File: config.mk
export PLATFORM = sky130hd
export DESIGN_NAME = mem_stage
export DESIGN_NICKNAME = d
export VERILOG_FILES = /design/src/rtl/mem_stage_pkg.sv /design/src/rtl/mem_stage_lane_align.sv /design/src/rtl/mem_stage.sv
export SDC_FILE = /design/constraint.sdc
export NUM_CORES = 1
export LEC_CHECK = 0
export BUFFER_PORTS_ARGS = -buffer_cell sky130_fd_sc_hd__buf_4
export CORE_MARGIN = 2
export CORE_UTILIZATION = 45
export CTS_BUF_LIST = sky130_fd_sc_hd__clkbuf_16
export CTS_CLUSTER_SIZE = 16
export DETAILED_ROUTE_END_ITERATION = 6
export PLACE_DENSITY = 0.73
export SETUP_SLACK_MARGIN = 0.05
export SLEW_MARGIN = 25
export SYNTH_ARGS = -nofsm -noshare
export SYNTH_HDL_FRONTEND = slang
export SYNTH_SLANG_ARGS = --single-unit
File: constraint.sdc
create_clock -name clk -period 7.85 [get_ports clk]
set_input_delay 2.355 -clock clk [delete_from_list [all_inputs] [get_ports clk]]
set_output_delay 2.355 -clock clk [all_outputs]
set_load 0.03 [all_outputs]
File: src/rtl/mem_stage_pkg.sv
// Shared definitions for the MEM stage: widths, op encodings, FSM states and latch sizing.
package mem_stage_pkg;

    localparam int unsigned DBITS     = 32;
    localparam int unsigned IOPBITS   = 6;
    localparam int unsigned REGBITS   = 5;
    localparam int unsigned ADDR_BITS = 32;

    localparam logic [IOPBITS-1:0] LB_I  = 6'h10;
    localparam logic [IOPBITS-1:0] LH_I  = 6'h11;
    localparam logic [IOPBITS-1:0] LW_I  = 6'h12;
    localparam logic [IOPBITS-1:0] LBU_I = 6'h13;
    localparam logic [IOPBITS-1:0] LHU_I = 6'h14;
    localparam logic [IOPBITS-1:0] SB_I  = 6'h18;
    localparam logic [IOPBITS-1:0] SH_I  = 6'h19;
    localparam logic [IOPBITS-1:0] SW_I  = 6'h1A;

    // MEM latch layout, MSB first: valid, wr_reg, rd, result, inst_count
    localparam int unsigned WB_VALID_W = 1;
    localparam int unsigned WB_WR_W    = 1;

    typedef enum logic [0:0] {
        S_IDLE   = 1'b0,
        S_ACCESS = 1'b1
    } state_e;

    function automatic int unsigned mem_latch_w(input int unsigned dbits, input int unsigned regbits);
        return WB_VALID_W + WB_WR_W + regbits + 2 * dbits;
    endfunction

    function automatic logic op_is_load(input logic [IOPBITS-1:0] op);
        return (op == LB_I) || (op == LH_I) || (op == LW_I) || (op == LBU_I) || (op == LHU_I);
    endfunction

    function automatic logic op_is_store(input logic [IOPBITS-1:0] op);
        return (op == SB_I) || (op == SH_I) || (op == SW_I);
    endfunction

endpackage

File: src/rtl/mem_stage_lane_align.sv
// Combinational store-lane / byte-enable generator and load extract/extend unit.
module mem_lane_align
    import mem_stage_pkg::*;
(
    input  logic [IOPBITS-1:0] op_i,
    input  logic [1:0]         addr_lo_i,
    input  logic [DBITS-1:0]   store_data_i,
    input  logic [DBITS-1:0]   rdata_i,
    output logic [3:0]         be_o,
    output logic [DBITS-1:0]   wdata_o,
    output logic [DBITS-1:0]   load_data_o,
    output logic               misalign_o
);

    logic [7:0]  byte_sel;
    logic [15:0] half_sel;

    always_comb begin
        case (addr_lo_i)
            2'd0:    byte_sel = rdata_i[7:0];
            2'd1:    byte_sel = rdata_i[15:8];
            2'd2:    byte_sel = rdata_i[23:16];
            default: byte_sel = rdata_i[31:24];
        endcase
        half_sel = addr_lo_i[1] ? rdata_i[31:16] : rdata_i[15:0];
    end

    always_comb begin
        be_o        = '0;
        wdata_o     = '0;
        load_data_o = '0;
        misalign_o  = 1'b0;
        case (op_i)
            SB_I: begin
                be_o    = 4'b0001 << addr_lo_i;
                wdata_o = {4{store_data_i[7:0]}};
            end
            SH_I: begin
                be_o       = 4'b0011 << addr_lo_i;
                wdata_o    = {2{store_data_i[15:0]}};
                misalign_o = addr_lo_i[0];
            end
            SW_I: begin
                be_o       = 4'hF;
                wdata_o    = store_data_i;
                misalign_o = (addr_lo_i != 2'd0);
            end
            LB_I:  load_data_o = {{24{byte_sel[7]}}, byte_sel};
            LBU_I: load_data_o = {24'd0, byte_sel};
            LH_I: begin
                load_data_o = {{16{half_sel[15]}}, half_sel};
                misalign_o  = addr_lo_i[0];
            end
            LHU_I: begin
                load_data_o = {16'd0, half_sel};
                misalign_o  = addr_lo_i[0];
            end
            LW_I: begin
                load_data_o = rdata_i;
                misalign_o  = (addr_lo_i != 2'd0);
            end
            default: ;
        endcase
    end

endmodule

File: src/rtl/mem_stage.sv
// MEM pipeline stage: RV32 loads/stores over a req/ack data-memory port, stalls upstream while busy.
// Optional decode-bypass outputs are enabled by defining MEM_FWD_EN.
module mem_stage #(
    parameter int unsigned DBITS     = mem_stage_pkg::DBITS,
    parameter int unsigned IOPBITS   = mem_stage_pkg::IOPBITS,
    parameter int unsigned REGBITS   = mem_stage_pkg::REGBITS,
    parameter int unsigned ADDR_BITS = mem_stage_pkg::ADDR_BITS
) (
    input  logic                 clk,
    input  logic                 reset,
    input  logic                 ex_valid,
    input  logic [IOPBITS-1:0]   ex_op,
    input  logic [DBITS-1:0]     ex_alu_out,
    input  logic [DBITS-1:0]     ex_store_data,
    input  logic [REGBITS-1:0]   ex_rd,
    input  logic                 ex_wr_reg,
    input  logic [DBITS-1:0]     ex_inst_count,
    output logic                 mem_stall,
    output logic                 dmem_req,
    output logic                 dmem_we,
    output logic [ADDR_BITS-1:0] dmem_addr,
    output logic [DBITS-1:0]     dmem_wdata,
    output logic [3:0]           dmem_be,
    input  logic [DBITS-1:0]     dmem_rdata,
    input  logic                 dmem_ack,
    output logic                 wb_valid,
    output logic [DBITS-1:0]     wb_result,
    output logic [REGBITS-1:0]   wb_rd,
    output logic                 wb_wr_reg,
    output logic [DBITS-1:0]     wb_inst_count,
`ifdef MEM_FWD_EN
    output logic                 fwd_valid,
    output logic [REGBITS-1:0]   fwd_rd,
    output logic [DBITS-1:0]     fwd_data,
    output logic                 fwd_busy,
`endif
    output logic                 misalign_err
);
    import mem_stage_pkg::*;

    localparam int unsigned LATCH_W = mem_latch_w(DBITS, REGBITS);

    state_e               state_q, state_d;
    logic [IOPBITS-1:0]   op_q, op_d;
    logic [DBITS-1:0]     addr_q, addr_d, sd_q, sd_d, tag_q, tag_d;
    logic [REGBITS-1:0]   rd_q, rd_d;
    logic                 wr_q, wr_d;
    logic                 misalign_q, misalign_d;
    logic [LATCH_W-1:0]   wb_q, wb_d;

    logic [IOPBITS-1:0]   cur_op;
    logic [DBITS-1:0]     cur_addr, cur_sd, cur_tag;
    logic [REGBITS-1:0]   cur_rd;
    logic                 cur_wr, cur_load, cur_store;
    logic                 req, stall, complete;
    logic [3:0]           lane_be;
    logic [DBITS-1:0]     lane_wdata, lane_load;
    logic                 lane_misalign;

    // In ACCESS the request is driven from the held copy so it stays stable until ack
    always_comb begin
        if (state_q == S_ACCESS) begin
            cur_op = op_q; cur_addr = addr_q; cur_sd = sd_q;
            cur_tag = tag_q; cur_rd = rd_q; cur_wr = wr_q;
        end else begin
            cur_op = ex_op; cur_addr = ex_alu_out; cur_sd = ex_store_data;
            cur_tag = ex_inst_count; cur_rd = ex_rd; cur_wr = ex_wr_reg;
        end
        cur_load  = op_is_load(cur_op);
        cur_store = op_is_store(cur_op);
    end

    mem_lane_align u_align (
        .op_i         (cur_op),
        .addr_lo_i    (cur_addr[1:0]),
        .store_data_i (cur_sd),
        .rdata_i      (dmem_rdata),
        .be_o         (lane_be),
        .wdata_o      (lane_wdata),
        .load_data_o  (lane_load),
        .misalign_o   (lane_misalign)
    );

    always_comb begin
        state_d    = state_q;
        op_d       = op_q;
        addr_d     = addr_q;
        sd_d       = sd_q;
        tag_d      = tag_q;
        rd_d       = rd_q;
        wr_d       = wr_q;
        misalign_d = misalign_q;
        wb_d       = {1'b0, wb_q[LATCH_W-2:0]};
        req        = 1'b0;
        stall      = 1'b0;
        complete   = 1'b0;
        case (state_q)
            S_IDLE: begin
                if (ex_valid) begin
                    if (!(cur_load || cur_store)) begin
                        complete = 1'b1;
                    end else if (lane_misalign) begin
                        misalign_d = 1'b1;
                    end else begin
                        req = 1'b1;
                        if (dmem_ack) begin
                            complete = 1'b1;
                        end else begin
                            stall   = 1'b1;
                            state_d = S_ACCESS;
                            op_d    = ex_op;
                            addr_d  = ex_alu_out;
                            sd_d    = ex_store_data;
                            tag_d   = ex_inst_count;
                            rd_d    = ex_rd;
                            wr_d    = ex_wr_reg;
                        end
                    end
                end
            end
            S_ACCESS: begin
                req = 1'b1;
                if (dmem_ack) begin
                    complete = 1'b1;
                    state_d  = S_IDLE;
                end else begin
                    stall = 1'b1;
                end
            end
            default: state_d = S_IDLE;
        endcase
        if (complete) begin
            wb_d = {1'b1, cur_wr & ~cur_store, cur_rd, cur_load ? lane_load : cur_addr, cur_tag};
        end
        // Outputs read as idle while reset is held low
        if (!reset) begin
            req   = 1'b0;
            stall = 1'b0;
        end
    end

    always_ff @(posedge clk) begin
        if (!reset) begin
            state_q    <= S_IDLE;
            op_q       <= '0;
            addr_q     <= '0;
            sd_q       <= '0;
            tag_q      <= '0;
            rd_q       <= '0;
            wr_q       <= 1'b0;
            misalign_q <= 1'b0;
            wb_q       <= '0;
        end else begin
            state_q    <= state_d;
            op_q       <= op_d;
            addr_q     <= addr_d;
            sd_q       <= sd_d;
            tag_q      <= tag_d;
            rd_q       <= rd_d;
            wr_q       <= wr_d;
            misalign_q <= misalign_d;
            wb_q       <= wb_d;
        end
    end

    assign mem_stall    = stall;
    assign dmem_req     = req;
    assign dmem_we      = req & cur_store;
    assign dmem_addr    = req ? {cur_addr[ADDR_BITS-1:2], 2'b00} : '0;
    assign dmem_wdata   = (req && cur_store) ? lane_wdata : '0;
    assign dmem_be      = (req && cur_store) ? lane_be : '0;
    assign misalign_err = misalign_q;
    assign {wb_valid, wb_wr_reg, wb_rd, wb_result, wb_inst_count} = wb_q;

`ifdef MEM_FWD_EN
    assign fwd_valid = wb_valid;
    assign fwd_rd    = wb_rd;
    assign fwd_data  = wb_result;
    assign fwd_busy  = (state_q == S_ACCESS) && op_is_load(op_q) && wr_q;
`endif

endmodule

==> metrics.log, run 1 <==
[metrics] status: finished, final reports clean
[metrics] Hold Slack: 455.0 ps
[metrics] drt via density: 5.768
[metrics] placement-stage worst setup slack: 750.2 ps
[metrics] Pre-antenna DRT Iters: 6
[metrics] maximum number of pins on one net before global-route repair: 118
[metrics] number of enable flip-flop cells after synthesis: 0
[metrics] site row count: 53
[metrics] Syn Inst Count: 1213
[metrics] area of all placed cells without fillers: 12340 sq um
[metrics] number of buffers on the longest clock path: 2
[metrics] share of total power consumed by net switching: 0.3108
[metrics] post-synthesis share of cell area spent on xor and xnor gates: 0.001829
[metrics] share of flip-flops with an asynchronous set or reset: 0
[metrics] startpoint type of the worst setup path: input port
[metrics] CTS Hold Buffers Added: 0
[metrics] setup repair after global routing missed its margin: no
[metrics] Yosys top cell area share: 0.3783
[metrics] placeable core region: 20960 sq um
[metrics] Sequential Area: 3627 sq um
[metrics] critical setup path kind: input port to output pin
[metrics] share of the yosys chip area belonging to registers: 0.3783
[metrics] I/O Buffers: 284
[metrics] path type of the worst min-delay path: register to register
[metrics] Initial Util: 0.4571
[metrics] Worst VDD drop: 0.0001462 V
[metrics] most used flip-flop cell after synthesis: dfxtp_1
[metrics] Die Height: 149.9 microns
[metrics] Final Hold Violating Endpoints: 0
[metrics] setup total negative slack: 0 ps
[metrics] detailed router's first-iteration violation count: 818
[metrics] cell area after synthesis: 9579 sq um
[metrics] actual slew at the worst max-slew pin: 1088 ps
[metrics] flip-flop and latch count after synthesis: 181
[metrics] global-route wire length before repair: 50010 microns
[metrics] post-synth top area cell: dfxtp_1
[metrics] share of the clock period used by the worst path: 0.9133
[metrics] detailed-route DRC error count: 0
[metrics] Max Transition Viols Final: 0
[metrics] buffer type at the clock tree root: clkbuf_16
[metrics] placer's final routability congestion estimate: 0.9053
[metrics] Layout Nets: 1571
[metrics] portion of netlist area occupied by mux cells: 0.1125
[metrics] Max Cap Viol: 0
[metrics] count of instances resized after the clock tree is built: 0
[metrics] fraction of layout cells with a size suffix above 1: 0.2653
[metrics] vias in the first global route: 9035
[metrics] total setup buffers inserted after CTS: 0
[metrics] Final setup violation count: 0
[metrics] critical path capture point type: output pin
[metrics] vias after detailed routing: 9898
[metrics] relative slew slack: 0.2667
[metrics] number of H-tree levels: 4
[metrics] library cells used by synthesis: 64
[metrics] non-filler instance count after layout: 1716
[metrics] data required time at the worst endpoint: 5500 ps
[metrics] horizontal die dimension: 149.9 microns
[metrics] areal power density over the cells: 182.0 nW/um^2
[metrics] I/O pin total: 287
[metrics] floorplan die area: 22470 sq um
[metrics] number of antenna violations at the first check in global routing: 1
[metrics] total placed instance area: 11730 sq um
[metrics] post-detail-place hpwl: 22900 microns
[metrics] Synth Area in Compound Gates: 0.2641
[metrics] number of nets with antenna violations after routing: 0
[metrics] leakage component of the power: 4.598 nW
[metrics] area taken by multi-input logic gates: 5441 sq um
[metrics] mean cell area of the mapped netlist: 7.897 sq um
[metrics] total of warnings raised by yosys: 0
[metrics] part of the total power dissipated in sequential elements: 0.435
[metrics] Setup WS post-layout: 680.3 ps
[metrics] Layout area overhead: 28.85%
[metrics] adder and majority gate portion of the synthesized area: 0
[metrics] TritonCTS clock tree: done
[metrics] Post-Route WL: 32760 microns
[metrics] Worst Path Max Fanout: 19
[metrics] area fraction in and, or, nand and nor cells after synthesis: 0.1847
[metrics] total clock sinks: 181
[metrics] most area-consuming cells after synthesis: dfxtp_1 38%, nand2_1 10%, a21oi_1 9.9%
[metrics] Pint: 1.548 mW
[metrics] Inserted Clock Buffers: 17
[metrics] average routed wire per standard cell: 19.09 microns
[metrics] dominant combinational cell family by area after synthesis: compound AO/OA/AOI/OAI gates
[metrics] cell count after placement: 1683
[metrics] source-to-sink clock delay at the later pin of the worst-skew pair: 440 ps
[metrics] Final min period: 7170 ps
[metrics] gr usage total: 0.2830
[metrics] share of the core filled with cells: 0.5890
[metrics] clk slew on worst S/H paths: 70 ps
[metrics] highest attainable clock frequency: 139.5 MHz
[metrics] arrival time worst endpoint: 4810 ps
[metrics] Logic pwr share: 0.180
[metrics] Fillers: 1980
[metrics] Psw: 0.6983 mW
[metrics] final setup skew: 15.69 ps
[metrics] Congestion Overflow GR: 0
[metrics] total power draw: 2.247 mW
[metrics] share of power burned in the clock network: 0.385
cell usage in the layout, fill, tap and decap left out, types with 9 or more instances in the layout:
cell / Yosys / routed
a22oi_1: 19 / 19
a31oi_1: 11 / 11
o21ai_0: 14 / 14
o22a_1: 14 / 14
nand3_1: 14 / 14
clkbuf_16: 0 / 17
a21oi_1: 190 / 190
nand2_1: 261 / 261
nor3_1: 16 / 16
buf_4: 7 / 301
o22ai_1: 19 / 19
a221oi_1: 25 / 25
mux2_2: 18 / 18
dfxtp_1: 181 / 180
a211oi_1: 57 / 57
nand2b_1: 9 / 9
nor2_1: 79 / 78
mux2i_1: 86 / 86
synthesized netlist by cell type (all sizes together) (9+ instances only):
cell type,count
nand2,261
a21oi,190
dfxtp,181
mux2i,87
nor2,80
clkbuf,59
a211oi,57
buf,51
a221oi,25
a22oi,22
o22ai,19
mux2,18
nor3,17
o21ai,16
nand3,15
o22a,14
a31oi,11
nand2b,9
kinds of logic after synthesis:
group | count (synthesis)
simple gates | 416
xor+xnor | 2
buf+inv | 115
mux | 105
flops | 181
other cells | 1
compound gates | 393
flip-flops by register name, summed over array words and instances (netlist names):
register,cells
addr_q,32
misalign_err,1
op_q,6
rd_q,5
sd_q,32
state_q,1
tag_q,32
wb_q,71
wr_q,1
critical path, cell delays in order:
cell and delay, ps:
buf_4 100, or3b_1 480, and2_1 300, a311oi_2 460
nor3b_4 490, buf_12 220, nand2_1 60, a21oi_1 150
buf_4 190
power groups by stage:
stage | Clock, mW | Sequential (mW) | Combinational, mW
floorplan | 0 | 1.06 | 0.166
global placement | 0 | 0.999 | 0.397
detailed placement | 0 | 1.00 | 0.401
CTS | 0.879 | 0.978 | 0.402
global route | 0.919 | 0.983 | 0.433
finish | 0.864 | 0.978 | 0.404
final cells by class:
type	count	area share
clock inverters	15	0.01429
repair buffers	304	0.1865
flip-flops and latches	181	0.2939
inverters	5	0.001926
well taps	275	0.02788
clock buffers	17	0.03447
multi-input cells	918	0.4409
diodes	1	0.0002027
per-layer routing:
layer / track usage / wire (microns) / up-vias
met5: 0 / 0 / -
met4: 0.1108 / 1056 / 0
met3: 0.06738 / 2801 / 71
met2: 0.4571 / 15270 / 403
met1: 0.3647 / 13640 / 4627
li1: - / - / 4797
final timing paths:
| kind | startpoint | slack [ps] | to | depth (start not counted) |
|---|---|---|---|---|
| min | wr_q | 450 | wr_q | 2 |
| max reg2reg | state_q | 3760 | addr_q[15] | 8 |
| max | ex_op[5] | 680 | dmem_addr[14] | 9 |
| min reg2reg | wr_q | 450 | wr_q | 2 |
Note: power is estimated with default switching activity, not from simulation.
==> run 2, diff against run 1 <==
CORE_UTILIZATION = 58   (was 45)
CTS_BUF_LIST = sky130_fd_sc_hd__clkbuf_4 sky130_fd_sc_hd__clkbuf_8   (was sky130_fd_sc_hd__clkbuf_16)
PLACE_DENSITY = 0.9   (was 0.73)
==> run 2 against run 1 <==
Compared with the run above:
- non-clock buffer count decreased by 4
- cell count shrank 3.8%
- setup slack better by 42 ps
- largest cell class unchanged
- largest power group unchanged
==> metrics.log, run 2 (same netlist as run 1, synthesis figures left out) <==
[metrics] actual slew at the worst max-slew pin: 1057 ps (was 1088 ps)
[metrics] Post-Route WL: 31990 microns (was 32760 microns)
[metrics] detailed router's first-iteration violation count: 1069 (was 818)
[metrics] total power draw: 2.027 mW (was 2.247 mW)
[metrics] total clock sinks: 181 (unchanged)
[metrics] master of the slowest instance on the critical path: or3b_1 (was nor3b_4)
[metrics] cell count after placement: 1619 (was 1683)
[metrics] data required time at the worst endpoint: 5500 ps (about the same)
[metrics] setup total negative slack: 0 ps (unchanged)
[metrics] leakage component of the power: 4.484 nW (was 4.598 nW)
[metrics] drt via density: 6.200 (was 5.768)
[metrics] detailed-route DRC error count: 0 (unchanged)
[metrics] floorplan die area: 17560 sq um (was 22470 sq um)
[metrics] TritonCTS clock tree: done (unchanged)
[metrics] horizontal die dimension: 132.5 microns (was 149.9 microns)
[metrics] gr usage total: 0.3504 (was 0.2830)
[metrics] Pre-antenna DRT Iters: 5 (was 6)
[metrics] CTS Hold Buffers Added: 0 (unchanged)
[metrics] status: finished, final reports clean (unchanged)
[metrics] share of the clock period used by the worst path: 0.9080 (was 0.9133)
[metrics] Final Hold Violating Endpoints: 0 (unchanged)
[metrics] fraction of layout cells with a size suffix above 1: 0.2641 (was 0.2653)
[metrics] Hold Slack: 457.6 ps (was 455.0 ps)
[metrics] Layout Nets: 1567 (was 1571)
[metrics] buffer type at the clock tree root: clkbuf_8 (was clkbuf_16)
[metrics] number of antenna cells inserted: 0 (was 1)
[metrics] global-route wire length before repair: 49650 microns (was 50010 microns)
[metrics] Max Cap Viol: 0 (unchanged)
[metrics] relative slew slack: 0.2876 (was 0.2667)
[metrics] cell mode on critical path: buf_4 (unchanged)
[metrics] critical path capture point type: output pin (unchanged)
[metrics] critical setup path kind: input port to output pin (unchanged)
[metrics] most frequent cells in the layout: 297 x buf_4, 261 x nand2_1, 190 x a21oi_1, 180 x dfxtp_1, 86 x mux2i_1 (was 301 x buf_4, 261 x nand2_1, 190 x a21oi_1, 180 x dfxtp_1, 86 x mux2i_1)
[metrics] max FFs per register: 71 (unchanged)
[metrics] Buf/Inv on CP: 3 (unchanged)
[metrics] number of antenna violations at the first check in global routing: 0 (was 1)
[metrics] number of buffers on the longest clock path: 2 (unchanged)
[metrics] highest attainable clock frequency: 140.3 MHz (was 139.5 MHz)
[metrics] total setup buffers inserted after CTS: 0 (unchanged)
[metrics] non-filler instance count after layout: 1651 (was 1716)
[metrics] Worst Path Max Fanout: 24 (was 19)
[metrics] startpoint type of the worst setup path: input port (unchanged)
[metrics] Final min period: 7128 ps (was 7170 ps)
[metrics] final setup skew: 14.16 ps (was 15.69 ps)
[metrics] Congestion Overflow GR: 0 (unchanged)
[metrics] I/O Buffers: 284 (unchanged)
[metrics] count of instances resized after the clock tree is built: 0 (unchanged)
[metrics] vias in the first global route: 9254 (was 9035)
[metrics] Final setup violation count: 0 (unchanged)
[metrics] area of all placed cells without fillers: 12030 sq um (was 12340 sq um)
[metrics] path type of the worst min-delay path: register to register (unchanged)
[metrics] maximum number of pins on one net before global-route repair: 101 (was 118)
[metrics] most frequent standard cell in the layout excluding fill and tap cells: buf_4 (unchanged)
[metrics] cell chain of the critical path: buf_4 -> or3b_1 -> and2_1 -> a311oi_2 -> nor3b_2 -> buf_4 -> nand2_1 -> a21oi_1 -> buf_4 (was buf_4 -> or3b_1 -> and2_1 -> a311oi_2 -> nor3b_4 -> buf_12 -> nand2_1 -> a21oi_1 -> buf_4)
[metrics] Die Height: 132.5 microns (was 149.9 microns)
[metrics] placer's final routability congestion estimate: 0.9092 (was 0.9053)
[metrics] Largest Register: wb_q (unchanged)
[metrics] arrival time worst endpoint: 4770 ps (was 4810 ps)
[metrics] Worst VDD drop: 0.0001203 V (was 0.0001462 V)
[metrics] setup repair after global routing missed its margin: no (unchanged)
[metrics] placeable core region: 16000 sq um (was 20960 sq um)
[metrics] number of H-tree levels: 4 (unchanged)
[metrics] Initial Util: 0.5987 (was 0.4571)
[metrics] Inserted Clock Buffers: 17 (unchanged)
[metrics] Max Transition Viols Final: 0 (unchanged)
[metrics] site row count: 46 (was 53)
[metrics] Layout area overhead: 25.54% (was 28.85%)
[metrics] Setup WS post-layout: 721.9 ps (was 680.3 ps)
[metrics] source-to-sink clock delay at the later pin of the worst-skew pair: 470 ps (was 440 ps)
[metrics] average routed wire per standard cell: 19.37 microns (was 19.09 microns)
[metrics] number of nets with antenna violations after routing: 0 (unchanged)
[metrics] longest individual stage delay on the worst path: 470 ps (was 490 ps)
[metrics] Sequential Area: 3627 sq um (unchanged)
[metrics] Fillers: 1216 (was 1980)
[metrics] post-detail-place hpwl: 22070 microns (was 22900 microns)
[metrics] clk slew on worst S/H paths: 100 ps (was 70 ps)
[metrics] total placed instance area: 11620 sq um (was 11730 sq um)
[metrics] I/O pin total: 287 (unchanged)
[metrics] share of the core filled with cells: 0.7516 (was 0.5890)
[metrics] areal power density over the cells: 168.6 nW/um^2 (was 182.0 nW/um^2)
[metrics] area taken by multi-input logic gates: 5439 sq um (was 5441 sq um)
[metrics] kind of cell adding the most delay to the critical path: simple AND/OR/NAND/NOR gates (unchanged)
[metrics] placement-stage worst setup slack: 794.6 ps (was 750.2 ps)
[metrics] vias after detailed routing: 10.24k (was 9898)
run 2: changes by cell type in the layout (fill, tap and decap cells not counted), moves of 2 or more:
cell        previous run  this run
buf_4                301       297
clkbuf_16             17         0
clkinv_8               5         1
inv_6                  6         4
inv_8                  2         5
clkinvlp_4             0         2
clkbuf_8               0        17
run 2: worst min-delay path: cells and delay by family (launching register included):
kind             cells  cell delay, ps
AO/OA/AOI/OAI        1              50
flip-flops           1             320
AND/OR/NAND/NOR      1              50
run 2: routing by layer:
| layer | part of all wire | track usage | vias up |
|---|---|---|---|
| met3 | 0.097 | 0.07663 | 117 |
| met5 | 0 | 0 | - |
| li1 | - | - | 4769 |
| met4 | 0.057 | 0.1971 | 0 |
| met2 | 0.46 | 0.5579 | 638 |
| met1 | 0.38 | 0.4409 | 4713 |
run 2: final timing paths:
path | from | endpoint | slack, ps | cells past startpoint
worst max-delay path | ex_op[5] | dmem_addr[11] | 720 | 9
worst min-delay path | wr_q | wr_q | 460 | 2
worst max register to register | state_q | sd_q[14] | 4230 | 7
worst min register to register | wr_q | wr_q | 460 | 2
run 2: layout make-up:
class                      instances  share of cell area
multi-input combinational        918              0.4523
sequential                       181              0.3016
timing repair buffer             300              0.1891
tap                              216             0.02247
clock buffer                      17             0.01946
clock inverter                    14             0.01311
inverter                           5            0.001977
run 2: power breakdown:
group,switching [mW],internal (mW)
Sequential,0.0246,0.956
Clock,0.377,0.265
Combinational,0.246,0.159
==> run 3, diff against run 2 <==
ABC_AREA = 1   (was default)
CORE_UTILIZATION = 59   (was 58)
==> run 3 against run 2 <==
Compared with the run above:
- cell count increased by 32%
- sequential power increased by 0.8%
- setup slack improved by 130 ps
- clock-buffer cell count unchanged
- largest power group unchanged
- largest cell class unchanged
- clock skew increased by 2.2 ps
- routed wire length increased by 8.0%
==> metrics.log, run 3 <==
[metrics] status: finished, final reports clean (unchanged)
[metrics] mean cell area of the mapped netlist: 6.016 sq um (was 7.897 sq um)
[metrics] routed length on met1: 13850 microns (was 12310 microns)
[metrics] detailed router's first-iteration violation count: 1212 (was 1069)
[metrics] Post-Route WL: 34560 microns (was 31990 microns)
[metrics] CTS Hold Buffers Added: 0 (unchanged)
[metrics] site row count: 48 (was 46)
[metrics] post-detail-place hpwl: 24130 microns (was 22070 microns)
[metrics] most frequent cells in the layout: 527 x nand2_1, 304 x nor2_1, 296 x buf_4, 180 x dfxtp_1, 166 x inv_1 (was 297 x buf_4, 261 x nand2_1, 190 x a21oi_1, 180 x dfxtp_1, 86 x mux2i_1)
[metrics] placer's final routability congestion estimate: 0.9675 (was 0.9092)
[metrics] areal power density over the cells: 165.1 nW/um^2 (was 168.6 nW/um^2)
[metrics] Inserted Clock Buffers: 17 (unchanged)
[metrics] Congestion Overflow GR: 0 (unchanged)
[metrics] arrival time worst endpoint: 4640 ps (was 4770 ps)
[metrics] non-filler instance count after layout: 2184 (was 1651)
[metrics] Layout Nets: 2088 (was 1567)
[metrics] Layout area overhead: 21.83% (was 25.54%)
[metrics] TritonCTS clock tree: done (unchanged)
[metrics] part of the total power dissipated in sequential elements: 0.465 (was 0.484)
[metrics] Logic pwr share: 0.226 (was 0.200)
[metrics] critical setup path kind: input port to output pin (unchanged)
[metrics] detailed-route DRC error count: 0 (unchanged)
[metrics] flip-flop and latch count after synthesis: 181 (unchanged)
[metrics] Final setup violation count: 0 (unchanged)
[metrics] floorplan die area: 18980 sq um (was 17560 sq um)
[metrics] number of enable flip-flop cells after synthesis: 0 (unchanged)
[metrics] cell mode on critical path: nand2_1 (was buf_4)
[metrics] Die Height: 137.8 microns (was 132.5 microns)
[metrics] global-route wire length before repair: 53090 microns (was 49650 microns)
[metrics] leakage component of the power: 6.483 nW (was 4.484 nW)
[metrics] horizontal die dimension: 137.8 microns (was 132.5 microns)
[metrics] share of power burned in the clock network: 0.308 (was 0.317)
[metrics] Final Hold Violating Endpoints: 0 (unchanged)
[metrics] share of total power consumed by net switching: 0.3495 (was 0.3191)
[metrics] cell count after placement: 2150 (was 1619)
[metrics] master of the slowest instance on the critical path: nand2_1 (was or3b_1)
[metrics] Max Cap Viol: 0 (unchanged)
[metrics] most used flip-flop cell after synthesis: dfxtp_1 (unchanged)
[metrics] I/O Buffers: 284 (unchanged)
[metrics] slack of the worst reg-to-reg path: 3190 ps (was 4230 ps)
[metrics] met2 WL post-DR: 15820 microns (was 14750 microns)
[metrics] total setup buffers inserted after CTS: 0 (unchanged)
[metrics] longest individual stage delay on the worst path: 430 ps (was 470 ps)
[metrics] Initial Util: 0.6062 (was 0.5987)
[metrics] number of nets with antenna violations after routing: 0 (unchanged)
[metrics] Buf/Inv on CP: 3 (unchanged)
[metrics] final setup skew: 16.34 ps (was 14.16 ps)
[metrics] Pint: 1.382 mW (was 1.380 mW)
[metrics] share of the clock period used by the worst path: 0.8917 (was 0.9080)
[metrics] buffer type at the clock tree root: clkbuf_8 (unchanged)
[metrics] actual slew at the worst max-slew pin: 931.4 ps (was 1057 ps)
[metrics] path type of the worst min-delay path: register to register (unchanged)
[metrics] total clock sinks: 181 (unchanged)
[metrics] Pre-antenna DRT Iters: 6 (was 5)
[metrics] Final min period: 7000 ps (was 7128 ps)
[metrics] number of H-tree levels: 4 (unchanged)
[metrics] max FFs per register: 71 (unchanged)
[metrics] Largest Register: wb_q (unchanged)
[metrics] post-synth top area cell: dfxtp_1 (unchanged)
[metrics] Syn Inst Count: 1755 (was 1213)
[metrics] source-to-sink clock delay at the later pin of the worst-skew pair: 490 ps (was 470 ps)
[metrics] vias in the first global route: 10.43k (was 9254)
[metrics] fraction of layout cells with a size suffix above 1: 0.1967 (was 0.2641)
[metrics] most area-consuming cells after synthesis: dfxtp_1 34%, nand2_1 19%, nor2_1 11% (was dfxtp_1 38%, nand2_1 10%, a21oi_1 9.9%)
[metrics] average routed wire per standard cell: 15.82 microns (was 19.37 microns)
[metrics] startpoint type of the worst setup path: input port (unchanged)
[metrics] placeable core region: 17420 sq um (was 16000 sq um)
[metrics] Top Metal Used: met4 (unchanged)
[metrics] share of flip-flops with an asynchronous set or reset: 0 (unchanged)
[metrics] clk slew on worst S/H paths: 100 ps (about the same)
[metrics] kind of cell adding the most delay to the critical path: simple AND/OR/NAND/NOR gates (unchanged)
[metrics] most instantiated library cell after synthesis: nand2_1 (unchanged)
[metrics] cell area after synthesis: 10560 sq um (was 9579 sq um)
[metrics] total of warnings raised by yosys: 0 (unchanged)
[metrics] Worst Path Max Fanout: 32 (was 24)
[metrics] drt via density: 5.508 (was 6.200)
[metrics] number of antenna violations at the first check in global routing: 1 (was 0)
[metrics] Max Transition Viols Final: 0 (unchanged)
[metrics] Worst VDD drop: 0.0001019 V (was 0.0001203 V)
[metrics] relative slew slack: 0.3790 (was 0.2876)
[metrics] Fillers: 1514 (was 1216)
[metrics] highest attainable clock frequency: 142.9 MHz (was 140.3 MHz)
[metrics] I/O pin total: 287 (unchanged)
[metrics] Psw: 0.7424 mW (was 0.6469 mW)
[metrics] met3 layer wire length in the routed design: 3227 microns (was 3090 microns)
[metrics] share of the yosys chip area belonging to registers: 0.3432 (was 0.3783)
[metrics] number of buffers on the longest clock path: 2 (unchanged)
[metrics] library cells used by synthesis: 34 (was 64)
[metrics] count of instances resized after the clock tree is built: 0 (unchanged)
[metrics] maximum number of pins on one net before global-route repair: 115 (was 101)
[metrics] vias after detailed routing: 12.03k (was 10.24k)
[metrics] cell chain of the critical path: buf_4 -> nand3b_1 -> nand2_1 -> nand3_2 -> nand3_2 -> nand2_1 -> nand4_1 -> nand2_1 -> nand2_1 -> buf_4 -> nor2_1 -> buf_4 (was buf_4 -> or3b_1 -> and2_1 -> a311oi_2 -> nor3b_2 -> buf_4 -> nand2_1 -> a21oi_1 -> buf_4)
[metrics] gr usage total: 0.3561 (was 0.3504)
[metrics] critical path capture point type: output pin (unchanged)
[metrics] commonest cells in the netlist: 528 x nand2_1, 305 x nor2_1, 181 x dfxtp_1, 167 x inv_1, 121 x nand3_1 (was 261 x nand2_1, 190 x a21oi_1, 181 x dfxtp_1, 86 x mux2i_1, 79 x nor2_1)
[metrics] Yosys top cell area share: 0.3432 (was 0.3783)
[metrics] setup repair after global routing missed its margin: no (unchanged)
[metrics] setup total negative slack: 0 ps (unchanged)
[metrics] data required time at the worst endpoint: 5500 ps (about the same)
[metrics] most frequent standard cell in the layout excluding fill and tap cells: nand2_1 (was buf_4)
## run 3: changes by cell type after synthesis, sizes merged, moves of 22 or more
| cell | before | now |
|---|---|---|
| a211oi | 57 | 0 |
| a221oi | 25 | 0 |
| nand4 | 1 | 73 |
| inv | 5 | 171 |
| mux2i | 87 | 0 |
| a22oi | 22 | 0 |
| nand2 | 261 | 535 |
| nand3 | 15 | 128 |
| nor2 | 80 | 311 |
| a21oi | 190 | 86 |
| o21ai | 16 | 86 |
## run 3: cell type report
cell class / instances / area (sq um) / share of cell area
Clock inverter: 15 / 182.7 / 0.01420
Inverter: 171 / 645.6 / 0.05019
Timing Repair Buffer: 297 / 2233 / 0.1736
Clock buffer: 17 / 234.0 / 0.01819
Antenna cell: 2 / 5.005 / 0.0003891
Sequential cell: 181 / 3627 / 0.2820
Multi-Input combinational cell: 1276 / 5653 / 0.4395
Tap cell: 225 / 281.5 / 0.02189
## run 3: worst min-delay path: cells and delay by family (launching register included)
kind / cells / cell delay [ps]
DFF: 1 / 320
and+or+nand+nor: 2 / 100
## run 3: logic make-up (layout without fill, tap and decap cells)
| group | count (synthesis) | in the layout | share of synthesized area |
|---|---|---|---|
| simple gates | 1078 | 1078 | 0.4341 |
| other cells | 1 | 4 | 0.0003552 |
| buf+inv | 299 | 500 | 0.1246 |
| compound gates | 196 | 196 | 0.09777 |
| flops | 181 | 181 | 0.3432 |
## run 3: per-layer routing
metal,GRT usage,up-vias
met4,0.1718,0
met2,0.5674,596
li1,-,5886
met3,0.08389,119
met1,0.4535,5428
met5,0,-
## run 3: per-stage QoR
step                hold WS, ps  cell area (sq um)  setup slack [ps]  utilization  power [mW]
floorplan                 412.7              10560              1472            -       1.302
detailed placement        439.0              12430             906.6       0.7139       1.483
global placement          420.9              12430             978.4       0.7134       1.474
finish                    454.1              12860             850.2       0.7385       2.124
CTS                       454.3              12850             895.8       0.7378       2.120
global route              470.4              12860             699.0       0.7384       2.212
## run 3: power groups by stage
stage | logic, mW | registers [mW] | clock network, mW
final | 0.481 | 0.988 | 0.655
after CTS | 0.476 | 0.988 | 0.656
after detailed placement | 0.474 | 1.01 | 0
after global routing | 0.524 | 0.993 | 0.695
after global placement | 0.467 | 1.01 | 0
after floorplan | 0.233 | 1.07 | 0
## run 3: worst paths after layout
check / startpoint / end / depth (start not counted)
worst max-delay path: ex_op[5] / dmem_addr[6] / 12
worst min-delay path: op_q[5] / op_q[5] / 2
worst max register to register: state_q / addr_q[7] / 12
worst min register to register: op_q[5] / op_q[5] / 2
